### src/rtl/mvb_item_fifox_pkg.sv
// Shared helpers and types for the item-granular MVB FIFO.
package mvb_item_fifox_pkg;

    function automatic int clog2(input int v);
        int r;
        r = 0;
        while ((1 << r) < v) r = r + 1;
        return r;
    endfunction

    function automatic int popcount(input logic [31:0] v);
        int c;
        c = 0;
        for (int i = 0; i < 32; i++) c = c + int'(v[i]);
        return c;
    endfunction

    localparam int DEPTH_DEF = 16;
    localparam int PTR_W     = clog2(DEPTH_DEF);
    localparam int CNT_W     = PTR_W + 1;

    // Wide enough for lane offsets and item counts of any practical MVB word.
    localparam int OFF_W = 8;
    typedef logic [OFF_W-1:0] lane_off_t;

endpackage

### src/rtl/mvb_item_fifox_if.sv
// MVB receive/transmit bus plus fill-level status of the item FIFO.
interface mvb_item_fifox_if #(
    parameter int ITEMS      = 4,
    parameter int ITEM_WIDTH = 8,
    parameter int DEPTH      = 16
);
    localparam int STAT_W = mvb_item_fifox_pkg::clog2(DEPTH) + 1;

    logic [ITEMS*ITEM_WIDTH-1:0] RX_DATA;
    logic [ITEMS-1:0]            RX_VLD;
    logic                        RX_SRC_RDY;
    logic                        RX_DST_RDY;
    logic [ITEMS*ITEM_WIDTH-1:0] TX_DATA;
    logic [ITEMS-1:0]            TX_VLD;
    logic                        TX_SRC_RDY;
    logic                        TX_DST_RDY;
    logic [STAT_W-1:0]           STATUS;
    logic                        AFULL;
    logic                        AEMPTY;

    modport slave (
        input  RX_DATA, RX_VLD, RX_SRC_RDY, TX_DST_RDY,
        output RX_DST_RDY, TX_DATA, TX_VLD, TX_SRC_RDY, STATUS, AFULL, AEMPTY
    );

    modport master (
        output RX_DATA, RX_VLD, RX_SRC_RDY, TX_DST_RDY,
        input  RX_DST_RDY, TX_DATA, TX_VLD, TX_SRC_RDY, STATUS, AFULL, AEMPTY
    );
endinterface

### src/rtl/mvb_lane_compact.sv
// Prefix-sum of the valid lanes: each valid lane learns its slot offset
// relative to the write pointer, and the total tells how far the pointer moves.
module mvb_lane_compact
    import mvb_item_fifox_pkg::*;
#(
    parameter int ITEMS = 4
) (
    input  logic [ITEMS-1:0]            vld,
    output lane_off_t [ITEMS-1:0]       off,
    output lane_off_t                   cnt
);

    always_comb begin
        lane_off_t acc;
        acc = '0;
        off = '0;
        for (int i = 0; i < ITEMS; i++) begin
            off[i] = acc;
            acc    = acc + lane_off_t'(vld[i]);
        end
        cnt = lane_off_t'(popcount(32'(vld)));
    end

endmodule

### src/rtl/mvb_item_fifox.sv
// Item-granular circular FIFO: stores only valid MVB lanes and emits them
// packed from lane 0, with fill-level status flags.
module mvb_item_fifox
    import mvb_item_fifox_pkg::*;
#(
    parameter int ITEMS         = 4,
    parameter int ITEM_WIDTH    = 8,
    parameter int DEPTH         = DEPTH_DEF,
    parameter int AFULL_OFFSET  = 4,
    parameter int AEMPTY_OFFSET = 4
) (
    input  logic             CLK,
    input  logic             RESET_N,
    mvb_item_fifox_if.slave  bus
);

    localparam int PW = clog2(DEPTH);
    localparam int CW = PW + 1;

    logic [ITEM_WIDTH-1:0] mem [DEPTH];

    logic [PW-1:0] wr_ptr_q, wr_ptr_d;
    logic [PW-1:0] rd_ptr_q, rd_ptr_d;
    logic [CW-1:0] count_q, count_d;
    logic [CW-1:0] rd_num;

    lane_off_t [ITEMS-1:0] lane_off;
    lane_off_t             wr_num;

    logic rx_rdy;
    logic wr_fire;
    logic rd_fire;

    mvb_lane_compact #(
        .ITEMS (ITEMS)
    ) u_compact (
        .vld (bus.RX_VLD),
        .off (lane_off),
        .cnt (wr_num)
    );

    // Ready only when a whole word fits, regardless of how many lanes are valid.
    assign rx_rdy  = (CW'(DEPTH) - count_q) >= CW'(ITEMS);
    assign wr_fire = bus.RX_SRC_RDY && rx_rdy;
    assign rd_num  = (count_q > CW'(ITEMS)) ? CW'(ITEMS) : count_q;
    assign rd_fire = (count_q != '0) && bus.TX_DST_RDY;

    always_comb begin
        wr_ptr_d = wr_ptr_q;
        rd_ptr_d = rd_ptr_q;
        count_d  = count_q;
        if (wr_fire) begin
            wr_ptr_d = wr_ptr_q + PW'(wr_num);
        end
        if (rd_fire) begin
            rd_ptr_d = rd_ptr_q + PW'(rd_num);
        end
        count_d = count_q + (wr_fire ? CW'(wr_num) : CW'(0))
                          - (rd_fire ? rd_num      : CW'(0));
    end

    always_ff @(posedge CLK or negedge RESET_N) begin
        if (!RESET_N) begin
            wr_ptr_q <= '0;
            rd_ptr_q <= '0;
            count_q  <= '0;
        end else begin
            wr_ptr_q <= wr_ptr_d;
            rd_ptr_q <= rd_ptr_d;
            count_q  <= count_d;
        end
    end

    // Storage is never reset; the zeroed count makes old contents unreachable.
    always_ff @(posedge CLK) begin
        for (int i = 0; i < ITEMS; i++) begin
            if (wr_fire && bus.RX_VLD[i]) begin
                mem[wr_ptr_q + PW'(lane_off[i])] <= bus.RX_DATA[i*ITEM_WIDTH +: ITEM_WIDTH];
            end
        end
    end

    for (genvar gi = 0; gi < ITEMS; gi++) begin : g_tx_lane
        assign bus.TX_DATA[gi*ITEM_WIDTH +: ITEM_WIDTH] = mem[rd_ptr_q + PW'(gi)];
        assign bus.TX_VLD[gi]                           = CW'(gi) < rd_num;
    end

    assign bus.TX_SRC_RDY = count_q != '0;
    assign bus.RX_DST_RDY = rx_rdy;
    assign bus.STATUS     = count_q;
    assign bus.AFULL      = (DEPTH - int'(count_q)) <= AFULL_OFFSET;
    assign bus.AEMPTY     = int'(count_q) <= AEMPTY_OFFSET;

endmodule

### src/flat_wrapper.sv
// flat-port wrapper written by rule: the top's interface ports become plain ports
module mvb_item_fifox_flat import mvb_item_fifox_pkg::*;
#(
    parameter int ITEMS         = 4,
    parameter int ITEM_WIDTH    = 8,
    parameter int DEPTH         = DEPTH_DEF,
    parameter int AFULL_OFFSET  = 4,
    parameter int AEMPTY_OFFSET = 4
)
  (CLK, RESET_N, bus_RX_DATA, bus_RX_VLD, bus_RX_SRC_RDY, bus_TX_DST_RDY, bus_RX_DST_RDY, bus_TX_DATA, bus_TX_VLD, bus_TX_SRC_RDY, bus_STATUS, bus_AFULL, bus_AEMPTY);
  mvb_item_fifox_if #(.ITEMS(ITEMS), .ITEM_WIDTH(ITEM_WIDTH), .DEPTH(DEPTH)) bus_i ();
  input  logic CLK;
  input  logic RESET_N;
  input wire logic [$bits(bus_i.RX_DATA)-1:0] bus_RX_DATA;
  input wire logic [$bits(bus_i.RX_VLD)-1:0] bus_RX_VLD;
  input wire logic [$bits(bus_i.RX_SRC_RDY)-1:0] bus_RX_SRC_RDY;
  input wire logic [$bits(bus_i.TX_DST_RDY)-1:0] bus_TX_DST_RDY;
  output wire logic [$bits(bus_i.RX_DST_RDY)-1:0] bus_RX_DST_RDY;
  output wire logic [$bits(bus_i.TX_DATA)-1:0] bus_TX_DATA;
  output wire logic [$bits(bus_i.TX_VLD)-1:0] bus_TX_VLD;
  output wire logic [$bits(bus_i.TX_SRC_RDY)-1:0] bus_TX_SRC_RDY;
  output wire logic [$bits(bus_i.STATUS)-1:0] bus_STATUS;
  output wire logic [$bits(bus_i.AFULL)-1:0] bus_AFULL;
  output wire logic [$bits(bus_i.AEMPTY)-1:0] bus_AEMPTY;
  assign bus_i.RX_DATA = bus_RX_DATA;
  assign bus_i.RX_VLD = bus_RX_VLD;
  assign bus_i.RX_SRC_RDY = bus_RX_SRC_RDY;
  assign bus_i.TX_DST_RDY = bus_TX_DST_RDY;
  assign bus_RX_DST_RDY = bus_i.RX_DST_RDY;
  assign bus_TX_DATA = bus_i.TX_DATA;
  assign bus_TX_VLD = bus_i.TX_VLD;
  assign bus_TX_SRC_RDY = bus_i.TX_SRC_RDY;
  assign bus_STATUS = bus_i.STATUS;
  assign bus_AFULL = bus_i.AFULL;
  assign bus_AEMPTY = bus_i.AEMPTY;
  mvb_item_fifox #(.ITEMS(ITEMS), .ITEM_WIDTH(ITEM_WIDTH), .DEPTH(DEPTH), .AFULL_OFFSET(AFULL_OFFSET), .AEMPTY_OFFSET(AEMPTY_OFFSET)) u_core (.CLK(CLK), .RESET_N(RESET_N), .bus(bus_i));
endmodule
### config.mk
export PLATFORM = sky130hd
export DESIGN_NAME = mvb_item_fifox_flat
export DESIGN_NICKNAME = d
export VERILOG_FILES = /design/src/rtl/mvb_item_fifox_pkg.sv /design/src/rtl/mvb_item_fifox_if.sv /design/src/rtl/mvb_lane_compact.sv /design/src/rtl/mvb_item_fifox.sv /design/src/flat_wrapper.sv
export SDC_FILE = /design/constraint.sdc
export NUM_CORES = 1
export LEC_CHECK = 0
export ABC_AREA = 1
export CORE_MARGIN = 2
export CORE_UTILIZATION = 60
export CTS_CLUSTER_DIAMETER = 80
export CTS_CLUSTER_SIZE = 10
export DETAILED_ROUTE_END_ITERATION = 8
export DONT_BUFFER_PORTS = 1
export GPL_TIMING_DRIVEN = 1
export HOLD_SLACK_MARGIN = 0.06
export PLACE_DENSITY = 0.76
export SYNTH_ARGS = -nofsm -noshare
export SYNTH_HDL_FRONTEND = slang
export SYNTH_SLANG_ARGS = --single-unit
### constraint.sdc
create_clock -name CLK -period 5.7 [get_ports CLK]
set_clock_uncertainty 0.05 [all_clocks]
set_input_delay 0.57 -clock CLK [delete_from_list [all_inputs] [get_ports CLK]]
set_output_delay 0.57 -clock CLK [all_outputs]
set_load 0.05 [all_outputs]
### Word-level counts from Yosys, hierarchy flattened

Memory sizes are Yosys's and may differ from the RTL's.
Cells that the tools add are included.

| cells by class | value |
|---|---|
| reduce and logical (&&, ||, !) cells | 7 |
| mux-type cells | 11 |
| add/sub/neg operators | 17 |
| order comparisons | 8 |

Operators by type and width:

| operator | number |
|---|---|
| $le A32 B4 Y1 const B | 1 |
| $lt A1 B5 Y1 const A | 2 |
| $lt A2 B5 Y1 const A | 2 |
| $mux W5 | 2 |
| $add A4 B2 Y4 const B | 2 |
| $add A4 B4 Y4 | 2 |
| $mux W1 | 8 |
| $add A2 B1 Y3 | 2 |
| $logic_and A1 B1 Y1 | 6 |
| $sub A5 B5 Y6 const A | 1 |
| $add A5 B5 Y5 | 1 |
| $ge A5 B3 Y1 const B | 1 |
| $gt A5 B3 Y1 const B | 1 |
| $le A5 B3 Y1 const B | 1 |
| $reduce_bool A5 Y1 | 1 |
| $sub A5 B5 Y5 | 1 |
| $sub A5 B5 Y5 const A | 1 |
| $add A1 B1 Y2 | 2 |
| $add A3 B1 Y4 | 1 |
| $add A4 B1 Y4 | 1 |
| $add A4 B1 Y4 const B | 1 |
| $add A4 B2 Y4 | 1 |
| $add A4 B3 Y4 | 1 |
| $mux W4 | 1 |

| word-level totals | value |
|---|---|
| input bits | 40 |
| register bits after elaboration | 13 |
| memories | 1 |
| logic and storage cells | 47 |
| output and inout bits | 45 |
| bits in writable memories | 128 |

Memories:

| name | words | width | read ports | clocked after Yosys merged registers in | wr ports | line | source |
|---|---|---|---|---|---|---|---|
| u_core.mem | 16 | 8 | 4 | 0 | 4 | mvb_item_fifox.sv:20 | `logic [ITEM_WIDTH-1:0] mem [DEPTH];` |

### Logic depth before layout (Yosys ltp)

Gate-level depths: netlist (run 1).

| depth | value |
|---|---|
| word-level depth | 6 |
| mapped depth | 14 |
| depth with buffers taken out | 14 |

### Modules after synthesis

From an unflattened synthesis (run 1), not the netlist that was laid out.

| unflattened totals | value |
|---|---|
| cell total of the unflattened synthesis | 2385 |
| area, all modules | 15325.9 µm² |

By module, submodules not included:

| module | area each (µm²) | times used | seq. area each (µm²) | cells each |
|---|---|---|---|---|
| mvb_item_fifox | 14960.6 | 1 | 4169.0 | 2340 |
| mvb_lane_compact | 365.4 | 1 | 0.0 | 45 |

### Worst setup path before layout (run 1)

Ideal clock, no wire load.

| timing path | value |
|---|---|
| path kind | flip-flop to output port |
| start | register u_core.rd_ptr_q[1] |
| end | output port bus_TX_DATA[29] |
| data arrival time | 2.974 ns |
| path slack | 2.106 ns |
| cell stages (with the launch flop) | 11 |
| buffers on the path | 3 |
| data required time | 5.080 ns |
| path through | dfrtp_1 inv_1 clkbuf_1 clkbuf_1 ha_1 xor2_1 clkbuf_1 nand3_1 nand2_1 nor2_1 a31oi_1 |

| on the way | value |
|---|---|
| cells in the longest elaborated chain, start to end | 2 |

Ends and longest elaborated chain:

| what | line | source |
|---|---|---|
| from (decl) | mvb_item_fifox.sv:23 | `logic [PW-1:0] rd_ptr_q, rd_ptr_d;` |
| from (signal assigned) | mvb_item_fifox.sv:69 | `rd_ptr_q <= rd_ptr_d;` |
| $add A4 B2 Y4 | mvb_item_fifox.sv:84 | `assign bus.TX_DATA[gi*ITEM_WIDTH +: ITEM_WIDTH] = mem[rd_ptr_q + PW'(gi)];` |
| $mem_v2 Z16 W8 | -- |  |
| to (decl) | flat_wrapper.sv:19 | `output wire logic [$bits(bus_i.TX_DATA)-1:0] bus_TX_DATA;` |

No other way between the ends.

### Final worst setup path (run 1)

| timing path | value |
|---|---|
| start | register u_core.rd_ptr_q[1] |
| end | output port bus_TX_DATA[28] |

Same word-level chain as after synthesis.

==> metrics.yaml, run 1 <==
clock_latency_ns: 0.45
cp_data_required_time_ns: 5.08
instances_no_fill: 2439
hpwl_um: 42800
ys_seq_elements: 141
drive_above_1_share: 0.0937
finalHoldViolCount: 0
peakVddDrop_mv: 0.743
grt_start_max_net_pins: 97
grt_overflow: 0
fin_hold_ws_ns: 0.271
worstSetupStartpointType: "flop"
rsz0062_at_grt: "no"
final_util: 0.636
syn-num-nets: 2252
max_slew_margin: 0.179
grt_usage: 0.447
drt_iter0_markers: 2969
fin_crit_sh: 0.748
finalNetCount: 2174
num_rows: 57
port_buffers: 0
grt_pass1_wl_um: 85600
whs_path_depth: 2
worstPathMaxFanout: 66
cts_sinks: 141
worstMarginPinSlew_ns: 1.22
dp.cells: 2405
start_util: 0.607
die_height_um: 160
end_kind: "output pin"
drc: 0
synth_area_leaders: "edfxtp_1 26%, nand2_1 20%, nand3_1 9.6%, mux2i_1 7.7%, a21oi_1 6.6%"
holdCritPathClass: "in -> reg"
ff2ff_path_depth: 9
power.density_mw_per_mm2: 641
slew_violations: 0
wl_per_cell_um: 23.7
final_cell_mix: "786 x nand2_1, 281 x nand3_1, 191 x a21oi_1, 128 x edfxtp_1, 112 x mux2i_1"
synth_area_per_cell_sq_um: 6.72
synthArstFlopShare: 0.0922
path_class: "reg -> out"
core_area_sq_mm: 0.0241
ys_warn_count: 0
rr_endpoint: "u_core.mem[4][0]"
hold_end: "u_core.mem[10][7]"
cap_violations: 0
synth_edf_count: 128
syn2layout_area_growth_pct: 4.69
worstReg2RegStart: "u_core.bus.STATUS[0]"
synthDistinctLibCells: 45
clk_path_buf_depth: 2
die_w_um: 160
postCtsSetupRepairBufs: 0
cts_tree: "yes"
syn_inst: 2179
grt_pass1_vias: 13700
status: "completed"
h-tree-depth: 4
final_common_cell: "nand2_1"
stdcell_area_sq_mm: 0.0153
synth.cell_area_sq_mm: 0.0146
synth_ff_type: "edfxtp_1"
hold_start: "bus_RX_DATA[31]"
ant_nets: 0
cts_resized: 0
finalCriticalPeriod_ns: 4.27
totalWireLength_um: 57800
fill_cells: 2255
leakage_nw: 6.70
setup_tns_ns: 0
worst_ep_arrival_time_ns: 3.65
maxClockFrequency_ghz: 0.234
antenna_found_initial: 1
die-area_sq_mm: 0.0257
setup_viol_count_final: 0
vias: 15700
first_pass_iters: 8
clk_pin_slew_ns: 0.07
cts_buffers: 17
clockRootBuffer: "clkbuf_16"
netlist.area_leader.share: 0.263
place_area_sq_mm: 0.0147
ios: 85
post_drt_via_cell_ratio: 6.44
place_congestion: 1.07
reg2reg_slack_ns: 1.84
netlist.top_cell.by_area: "edfxtp_1"
ys_seq_area_frac: 0.285
## layer usage
metal,wire length [um],vias to the layer above,GRT usage
li1,-,7169,-
met2,23500,1211,0.650
met5,0,-,0
met3,8550,290,0.127
met1,21200,7038,0.596
met4,4560,0,0.255
## logic make-up after synthesis
kind of cell / count (synthesis) / share of synthesized area
multiplexers: 112 / 0.0766
XOR/XNOR: 12 / 0.00820
flip-flops: 141 / 0.285
buffers and inverters: 274 / 0.0798
AO/OA/AOI/OAI: 312 / 0.113
adder cells (fa/ha/maj): 33 / 0.0328
other: 1 / 0.000256
AND/OR/NAND/NOR: 1294 / 0.404
## repair_timing
| action | 4_1_cts | 5_1_grt |
|---|---|---|
| endpoints found under the hold margin | 13 | 0 |
| endpoints found under the setup margin | 0 | 0 |
| hold buffers | 1 | 0 |
## state kept, by name, summed over array words and instances, names as in the netlist
name	count
u_core.bus.STATUS	5
u_core.mem	128
u_core.rd_ptr_q	4
u_core.wr_ptr_q	4
## synth_stat cells, types with 14 or more instances
| cell type | count |
|---|---|
| o21ai_1 | 25 |
| buf_2 | 29 |
| nand4_1 | 41 |
| o211ai_1 | 17 |
| ha_1 | 24 |
| nand3_1 | 281 |
| a21oi_1 | 192 |
| inv_1 | 91 |
| o21ai_0 | 45 |
| nor2_8 | 14 |
| edfxtp_1 | 128 |
| inv_2 | 44 |
| a31oi_1 | 24 |
| nand2_1 | 786 |
| mux2i_1 | 112 |
| clkbuf_1 | 69 |
| nor2_4 | 27 |
| nor2_2 | 17 |
| buf_1 | 18 |
| nor2_1 | 106 |
## per-stage QoR
step | total power (W) | setup slack, ns
5_1_grt | 0.0104 | 1.20
6_report | 0.00982 | 1.43
2_1_floorplan | 0.00685 | 2.11
3_5_place_dp | 0.00851 | 1.92
3_3_place_gp | 0.00843 | 2.02
4_1_cts | 0.00967 | 1.50
## how the worst max path moves through the flow
| stage | start | endpoint | cells past startpoint | slack [ns] |
|---|---|---|---|---|
| finish | u_core.rd_ptr_q[1] | bus_TX_DATA[28] | 10 | 1.43 |
| global route | u_core.rd_ptr_q[1] | bus_TX_DATA[30] | 10 | 1.20 |
| CTS | u_core.rd_ptr_q[1] | bus_TX_DATA[24] | 10 | 1.50 |
| detailed placement | u_core.bus.STATUS[3] | u_core.mem[4][1] | 9 | 1.92 |
| global placement | bus_RX_VLD[0] | u_core.mem[15][2] | 10 | 2.02 |
| floorplan | u_core.rd_ptr_q[1] | bus_TX_DATA[29] | 10 | 2.11 |
## report_power, final
group / internal, W / switching, W / total (W)
Sequential: 0.00148 / 0.000401 / 0.00188
Combinational: 0.00188 / 0.00490 / 0.00678
Clock: 0.000619 / 0.000537 / 0.00116
Total: 0.00398 / 0.00584 / 0.00982
## final cells by class
cell class | instances | area, sq um | area share
sequential | 141 | 4170 | 0.272
clock inverter | 14 | 163 | 0.0106
antenna | 1 | 2.50 | 0.000163
clock buffer | 18 | 450 | 0.0294
inverter | 142 | 546 | 0.0356
multi-input combinational | 1764 | 9310 | 0.607
tap | 324 | 405 | 0.0264
timing repair buffer | 35 | 278 | 0.0181
## worst max-delay path: stages (launching register included)
cell	delay, ns
dfrtp_2	0.62
inv_2	0.14
buf_4	0.52
ha_2	0.43
inv_2	0.70
nand2_1	0.14
nand3_1	0.12
nand2_1	0.06
nor2_1	0.08
a31oi_1	0.08
buf_4	0.29
No activity file was read; power rests on OpenSTA's default activity.
==> run 2: changes to the inputs <==
Settings changed: ABC_AREA 1 to 0.
Clock period 5.7 ns to 4.3 ns, I/O delays scaled along.
==> run 2 against run 1 <==
Register-to-register slack lost 1.4 ns; utilization grew 1.4 points; sequential cell count is the same; routed wire length grew 0.71%; total power grew 38%; global-route usage grew 3.9 points; area after synthesis shrank 5.0%; via count shrank 16%; non-clock buffer count grew 23; hold slack lost 0.14 ns; critical path type is now reg -> reg; highest routed layer is now met5.
==> metrics.yaml, run 2 <==
drt_iter0_markers: 2950  # -0.64%
postCtsSetupRepairBufs: 0  # unchanged
h-tree-depth: 4  # unchanged
synthDistinctLibCells: 65  # +44%
path_buf_inv: 1  # -3
ys_warn_count: 0  # unchanged
clk_path_buf_depth: 2  # unchanged
cp_common_cell: "ha_1"
largest_reg_flops: 128  # unchanged
dp.cells: 1496  # -38%
grt_overflow: 0  # unchanged
holdCritPathClass: "in -> reg"
path_class: "reg -> reg"
cp_data_required_time_ns: 4.37  # -0.71 ns
place_area_sq_mm: 0.0141  # -4.0%
clk_pin_slew_ns: 0.08  # about the same
cts_resized: 0  # unchanged
synth_ff_type: "edfxtp_1"
netlist.area_leader.share: 0.276  # +0.0138
final_util: 0.650  # +0.0141
ant_nets: 0  # unchanged
worstMarginPinSlew_ns: 1.17  # -0.0488 ns
crit_family: "compound AO/OA/AOI/OAI gates"
cpPeakStageDelay_ns: 0.75  # +0.05 ns
wl_per_cell_um: 38.0  # +60%
finalHoldViolCount: 0  # unchanged
stdcell_area_sq_mm: 0.0148  # -3.7%
synthArstFlopShare: 0.0922  # unchanged
netlist.top_cell.by_area: "edfxtp_1"
synth_edf_count: 128  # unchanged
finalNetCount: 1304  # -40%
cts_tree: "yes"
cts_sinks: 141  # unchanged
cap_violations: 0  # unchanged
slew_violations: 0  # unchanged
synth_area_leaders: "edfxtp_1 28%, mux4_2 26%, o31ai_1 5.4%, a221oi_1 5.2%, nor2_1 3.8%"
place_congestion: 1.10  # +2.8%
clockRootBuffer: "clkbuf_16"
setup_tns_ns: 0  # unchanged
grt_pass1_vias: 11700  # -15%
fill_cells: 1721  # -24%
finalCriticalPeriod_ns: 3.91
synthTopCellsByCount: "160 x mux4_2, 141 x nor2_1, 128 x edfxtp_1"
worst_ep_arrival_time_ns: 3.98  # +0.33 ns
cts_buffers: 17  # unchanged
cts_hold_buf: 1  # unchanged
start_util: 0.613  # +0.00512
drive_above_1_share: 0.240  # +0.146
num_rows: 55  # -3.5%
reg2reg_slack_ns: 0.39  # -1.45 ns
maxClockFrequency_ghz: 0.256
yosysMostFrequentCell: "mux4_2"
power.density_mw_per_mm2: 921  # +44%
syn2layout_area_growth_pct: 6.12
place_ws_ns: 0.616  # -1.30 ns
port_buffers: 0  # unchanged
setup_slack_ns: 0.391  # -1.04 ns
die-area_sq_mm: 0.0244  # -4.9%
max_slew_margin: 0.209  # +0.0298
setup_viol_count_final: 0  # unchanged
clock_latency_ns: 0.44  # about the same
instances_no_fill: 1531  # -37%
die_w_um: 156  # -2.5%
worstSetupStartpointType: "flop"
post_drt_via_cell_ratio: 8.58  # +33%
ys_seq_area_frac: 0.300  # +0.0150
path_cells: "ha_1, ha_1, and2_1, a21oi_1, o22ai_2, buf_4, and3_1, a211oi_1, o31ai_1"
totalWireLength_um: 58300  # +0.71%
rsz0062_at_grt: "no"
antenna_found_initial: 4  # +3
syn_inst: 1297  # -40%
peakVddDrop_mv: 0.924  # +24%
synth.cell_area_sq_mm: 0.0139  # -5.0%
final_cell_mix: "160 x mux4_2, 141 x nor2_1, 128 x edfxtp_1, 126 x nand2_1, 100 x o31ai_1"
core_area_sq_mm: 0.0227  # -5.8%
leakage_nw: 4.82  # -28%
drc: 0  # unchanged
end_kind: "flop"
die_height_um: 156  # -2.5%
grt_pass1_wl_um: 83400  # -2.5%
hpwl_um: 41600  # -2.9%
grt_usage: 0.485  # +0.0385
first_pass_iters: 7  # -1
status: "completed"
ys_seq_elements: 141  # unchanged
fin_crit_sh: 0.909
synth_area_per_cell_sq_um: 10.7  # +60%
vias: 13100  # -16%
grt_start_max_net_pins: 134  # +38%
worstPathMaxFanout: 24  # -64%
crit_slowest_cell: "o31ai_1"
syn-num-nets: 1370  # -39%
ios: 85  # unchanged
final_common_cell: "mux4_2"
[run 2: cell types whose count changed after synthesis, sizes merged, moves of 111 or more]
cell	change
a21oi	-156
inv	-118
mux2i	-111
mux4	+160
nand2	-666
nand3	-245
[run 2: path summary, 6_finish.rpt]
kind,start,endpoint,depth (start not counted)
worst min-delay path,bus_RX_DATA[24],u_core.mem[4][0],1
max in group asynchronous,RESET_N,u_core.rd_ptr_q[0],1
worst min register to register,u_core.wr_ptr_q[0],u_core.wr_ptr_q[0],2
worst max-delay path,u_core.wr_ptr_q[0],u_core.mem[8][2],9
min in group asynchronous,RESET_N,u_core.wr_ptr_q[0],1
worst max register to register,u_core.wr_ptr_q[0],u_core.mem[8][2],9
[run 2: cell families (layout without fill, tap and decap cells)]
kind of cell | count (synthesis) | count (layout) | synth area share
AO/OA/AOI/OAI | 346 | 346 | 0.184
XOR/XNOR | 16 | 16 | 0.0114
buffers and inverters | 165 | 112 | 0.0513
other | 1 | 3 | 0.000270
flip-flops | 141 | 141 | 0.300
multiplexers | 163 | 163 | 0.261
AND/OR/NAND/NOR | 432 | 432 | 0.158
adder cells (fa/ha/maj) | 33 | 33 | 0.0345
[run 2: worst reg2reg max path, cell delays in order, from the launching register on]
cell and delay [ns]:
dfrtp_1 0.45, ha_1 0.26, ha_1 0.40, and2_1 0.19
a21oi_1 0.10, o22ai_2 0.71, buf_4 0.43, and3_1 0.21
a211oi_1 0.05, o31ai_1 0.75
[run 2: area by class of cell]
type	instances	area [sq um]	share of cell area
Multi-Input combinational cell	991	9050	0.613
Antenna cell	2	5.00	0.000339
Timing Repair Buffer	58	463	0.0314
Clock inverter	15	201	0.0136
Tap cell	285	357	0.0242
Clock buffer	17	425	0.0288
Inverter	22	82.6	0.00559
Sequential cell	141	4170	0.283
[run 2: metrics by stage]
stage / hold WS, ns / total power (W)
final: 0.130 / 0.0136
after global routing: 0.131 / 0.0140
after CTS: 0.133 / 0.0133
after detailed placement: 0.0849 / 0.0117
after global placement: 0.0849 / 0.0115
after floorplan: 0.0844 / 0.00970
[run 2: routing by layer]
metal	wire, um	GRT usage	part of all wire
met2	23400	0.659	0.40
met5	35	0	0.00060
met4	5030	0.317	0.086
met3	11000	0.221	0.19
met1	18800	0.625	0.32
[run 2: power by group]
group	switching (W)	internal (W)	total (W)
logic	0.00606	0.00345	0.00950
clock network	0.000701	0.000889	0.00159
registers	0.000511	0.00199	0.00250
total	0.00727	0.00633	0.0136
